[config.mk]
export PLATFORM = sky130hd
export DESIGN_NAME = inst_fetch
export DESIGN_NICKNAME = d
export VERILOG_FILES = /design/src/rtl/inst_fetch.sv
export SDC_FILE = /design/constraint.sdc
export NUM_CORES = 1
export LEC_CHECK = 0
export ABC_AREA = 0
export CAP_MARGIN = 20
export CELL_PAD_IN_SITES_DETAIL_PLACEMENT = 0
export CELL_PAD_IN_SITES_GLOBAL_PLACEMENT = 1
export CORE_ASPECT_RATIO = 1.75
export CORE_UTILIZATION = 35
export DETAILED_ROUTE_END_ITERATION = 10
export DONT_BUFFER_PORTS = 1
export GPL_ROUTABILITY_DRIVEN = 0
export PLACE_DENSITY = 0.61
export RECOVER_POWER = 100
export SLEW_MARGIN = 10
export SYNTH_ARGS = -nofsm -noshare
export SYNTH_HDL_FRONTEND = slang
export SYNTH_SLANG_ARGS = --single-unit
export TNS_END_PERCENT = 20
[constraint.sdc]
create_clock -name clk -period 4.85 [get_ports clk]
set_input_delay 0.2425 -clock clk [delete_from_list [all_inputs] [get_ports clk]]
set_output_delay 0.2425 -clock clk [all_outputs]
set_load 0.005 [all_outputs]
[src/rtl/inst_fetch.sv]
// Instruction-fetch stage: owns the PC, drives the 1-cycle-latency instruction memory
// and delivers {instr, pc, pc+4, valid} to decode through the IF/ID register.
module inst_fetch #(
  parameter int unsigned ADDR_W   = 10,
  parameter logic [31:0] RESET_PC = 32'h0000_0000
) (
  input  logic              clk,
  input  logic              clr,
  input  logic              stall,
  input  logic              redirect_valid,
  input  logic [31:0]       redirect_target,
  output logic [ADDR_W-1:0] imem_addr_r,
  input  logic [31:0]       imem_data_out,
  output logic [31:0]       id_instr,
  output logic [31:0]       id_pc,
  output logic [31:0]       id_pc_plus4,
  output logic              id_valid,
  output logic              misalign
);

  localparam int unsigned PC_W = 32;
  localparam logic [PC_W-1:0] PC_STEP = PC_W'(4);

  logic [PC_W-1:0] pc_q, pc_d;
  logic [PC_W-1:0] pc_m_q, pc_m_d;
  logic            vld_m_q, vld_m_d;
  logic [31:0]     id_instr_q, id_instr_d;
  logic [PC_W-1:0] id_pc_q, id_pc_d;
  logic [PC_W-1:0] id_pc_plus4_q, id_pc_plus4_d;
  logic            id_valid_q, id_valid_d;
  logic            misalign_q, misalign_d;

  // On a held cycle re-read the word already in the memory output register.
  assign imem_addr_r = (stall && !redirect_valid) ? pc_m_q[ADDR_W+1:2] : pc_q[ADDR_W+1:2];

  // Next-state: redirect > stall > advance.
  always_comb begin
    pc_d          = pc_q;
    pc_m_d        = pc_m_q;
    vld_m_d       = vld_m_q;
    id_instr_d    = id_instr_q;
    id_pc_d       = id_pc_q;
    id_pc_plus4_d = id_pc_plus4_q;
    id_valid_d    = id_valid_q;
    misalign_d    = 1'b0;
    if (redirect_valid) begin
      pc_d       = {redirect_target[31:2], 2'b00};
      pc_m_d     = pc_q;
      vld_m_d    = 1'b0;
      id_valid_d = 1'b0;
      misalign_d = |redirect_target[1:0];
    end else if (!stall) begin
      id_instr_d    = imem_data_out;
      id_pc_d       = pc_m_q;
      id_pc_plus4_d = pc_m_q + PC_STEP;
      id_valid_d    = vld_m_q;
      pc_m_d        = pc_q;
      vld_m_d       = 1'b1;
      pc_d          = pc_q + PC_STEP;
    end
  end

  always_ff @(posedge clk or posedge clr) begin
    if (clr) begin
      pc_q          <= RESET_PC;
      pc_m_q        <= '0;
      vld_m_q       <= 1'b0;
      id_instr_q    <= '0;
      id_pc_q       <= '0;
      id_pc_plus4_q <= PC_STEP;
      id_valid_q    <= 1'b0;
      misalign_q    <= 1'b0;
    end else begin
      pc_q          <= pc_d;
      pc_m_q        <= pc_m_d;
      vld_m_q       <= vld_m_d;
      id_instr_q    <= id_instr_d;
      id_pc_q       <= id_pc_d;
      id_pc_plus4_q <= id_pc_plus4_d;
      id_valid_q    <= id_valid_d;
      misalign_q    <= misalign_d;
    end
  end

  assign id_instr    = id_instr_q;
  assign id_pc       = id_pc_q;
  assign id_pc_plus4 = id_pc_plus4_q;
  assign id_valid    = id_valid_q;
  assign misalign    = misalign_q;

endmodule

==> results.md <==
* Clk sinks at 155
* R2R Path Start: pc_q[5]
* Largest net degree at the start of global routing at 101
* Detailed Route Iter0 Violations at about 240
* Syn avg cell area at 9.43 um2
* Fin Clk Skew at ~0.0086 ns
* Beginning of the critical path: redirect_valid
* Top Family by Delay on Critical Path: buffers and inverters
* Critical setup path kind: in -> out
* Initial Utilization at 35.8%
* Die area at 20,800 um2
* Final non-filler cell total at 1,051
* Yosys warnings at 0
* Slew headroom at -91.6%
* Worst path depth at 4
* Yosys cell types at between 40 and 50
* Top Ports at 176
* Hold Path Stages at 2
* Die Ht at 190 um
* CP Capture Type: output pin
* Final TNS setup at 0 ns
* First-pass DRT Iterations at 6
* Pwr/cell area at 407 nW/um2
* Root Buffer: clkbuf_16
* CP endpoint: imem_addr_r[9]
* FP Rows at approximately 70
* Reg2Reg Setup Slack at 2.36 ns
* Final setup viols at 0
* Startpoint types: primary input
* DP Wirelength at 13,300 um
* Worst Path Arrival at 2.32 ns
* CP bufs+invs at 2
* Max_cap viols at 2
* Vias in the first global route at 5,481
* Cts repair resizes at 0
* Slew @ Worst Pin at 2.87 ns
* Largest stage delay, worst path at about 1.2 ns
* Die Span X at 109 um
* Crit-path cells: inv_1 -> nand2_1 -> clkbuf_1 -> mux2_1
* VDD IR max at 0.000316 V
* Synth Cell Area at 7070 um2
* Number of flops mapped to enable cells by yosys at 0
* Grt ovf at 0
* Postcts setup bufs at 0
* Antenna cells at 0
* Drt total wl at between 15,000 and 20,000 um
* Share of cells above drive strength 1 at 8.06%
* CP Max Fanout at 31
* Max Clk Rate at slightly below 0.4 GHz
* Post-route DRC at 0
* First-pass GRT wire length at 29,200 um
* Number of synthesized register bits at roughly 160
* FILL cells at between 1,500 and 2,000
* Vias at roughly 5,500
* I/O Buffers at 0
* Hold WC Path Type: in -> reg
* Commonest cells after routing, fill and taps aside: nand2_1 (246), dfrtp_1 (154), dlygate4sd3_1 (65)
* H-tree Lvls at 4
* DR WL/cell at 17.8 um
* Post-route minimum period at 2.57 ns
* CP max-delay cell: clkbuf_1
* CP required at around 4.6 ns
* Via-to-Cell Ratio at 5.27
* Top FF cell, synth: dfrtp_1
* Clock slew at reported path FFs at 0.06 ns
* Reg-to-reg endpoint: pc_q[17]
* CTS tree: yes
* Worst r2r path cells at 5
* TritonCTS buffer count at 17
* RSZ-0062 raised after global routing: false
* Skew-Pair Late Insertion Delay at 0.43 ns
* Core ar. at 19,700 um2
* Final Hold Fails at 0
* Cell count after synthesis at 750
* Leak Pwr at between 3 and 4 nW
* Failing checks: capacitance limit, slew limit
* Max Root-Sink Buffers at 2
* Status: complete, but fails checks
* Tot GR Track Use at 18.5%
* Commonest non-fill, non-tap cell in the layout: nand2_1
* Post-synth ARST share at 100%
* Max-slew violation count at roughly 130
* Period utilization at a little over half
* ANT nets after route at 0
* Number of nets in the layout at approximately 860
* Initial antenna violation count at 0
* Synth-to-layout area growth at 20.4%
* Sequential-to-total area share from yosys stat at 54.9%
* Post-Place Cells at 952
## stage by stage
| stage | util, % | hold WS [ns] | cell area (um2) | setup WS (ns) | power (mW) |
|---|---|---|---|---|---|
| after floorplan | - | 0.348 | 7080 | 0.431 | 1.89 |
| after global placement | 36.5 | 0.311 | 7210 | 2.60 | 2.02 |
| after detailed placement | 36.5 | 0.314 | 7210 | 2.55 | 2.03 |
| after CTS | 43.1 | 0.000169 | 8510 | 2.34 | 3.51 |
| after global routing | 43.1 | 0.0106 | 8520 | 1.96 | 3.64 |
| final | 43.1 | 0.00798 | 8520 | 2.28 | 3.46 |
## kinds of logic after synthesis
group / share of synthesized area, %
AO/OA/AOI/OAI: 7.75
XOR/XNOR: 2.97
adder cells (fa/ha/maj): 0.354
buffers and inverters: 3.61
flip-flops: 54.9
multiplexers: 4.90
other: 0.0530
AND/OR/NAND/NOR: 25.5
## layer usage
layer	track usage [%]	up-vias	routed length (um)
met2	33.5	210	9860
met1	20.1	2648	7160
met4	6.97	0	399
met3	4.97	25	1280
li1	-	2660	-
met5	0	-	0
## state kept, by name, indices dropped and copies added (netlist names)
signal,flops
id_valid,1
pc_q,30
misalign,1
id_instr,32
vld_m_q,1
id_pc,30
id_pc_plus4,30
pc_m_q,30
## synth_stat cells (all sizes together), types with 3 or more instances
master	count	area [um2]
a31oi	23	144
and4	9	80.1
buf	8	67.6
clkbuf	41	154
dfrtp	154	3850
inv	9	33.8
mux2	29	327
nand2	246	923
nand3	23	115
nand4	19	125
nor2	33	124
nor3	7	35.0
o211ai	4	30.0
o21ai	35	175
o31ai	17	128
or2	3	18.8
or3	11	75.1
or4	28	218
xnor2	12	105
xor2	12	105
## repair_timing
item | in CTS | in global routing
setup endpoints to repair | 0 | 0
endpoints found under the hold margin | 161 | 0
hold buffers | 66 | 0
## layout make-up
class	count	area [um2]	share of cell area (%)
clock inverters	11	166	1.95
multi-input cells	540	2950	34.6
flip-flops and latches	155	3880	45.6
inverters	9	38.8	0.455
repair buffers	70	709	8.33
clock buffers	21	470	5.52
well taps	245	307	3.60
## worst reg2reg max path, stage by stage (launching register included)
cell           delay, ns
dfrtp_1             0.47
and4_1              0.42
nand4_1             0.39
or4_1               0.52
nand3_1             0.09
dlygate4sd3_1       0.55
## worst min-delay path by stage
stage                     slack (ns)             start           to
after global placement          0.31    redirect_valid      vld_m_q
after global routing            0.01    redirect_valid     pc_q[31]
final                          0.008             stall     id_valid
after CTS                     0.0002    redirect_valid     pc_q[31]
after floorplan                 0.35  imem_data_out[0]  id_instr[0]
after detailed placement        0.31    redirect_valid      vld_m_q
## where the power goes
group          switching, mW  leakage [nW]  internal, mW
sequential             0.207          1.87          1.47
clock                  0.519         0.305         0.900
combinational          0.199          1.52         0.166
total                  0.926          3.70          2.54
Power figures use the tool's default switching activity.
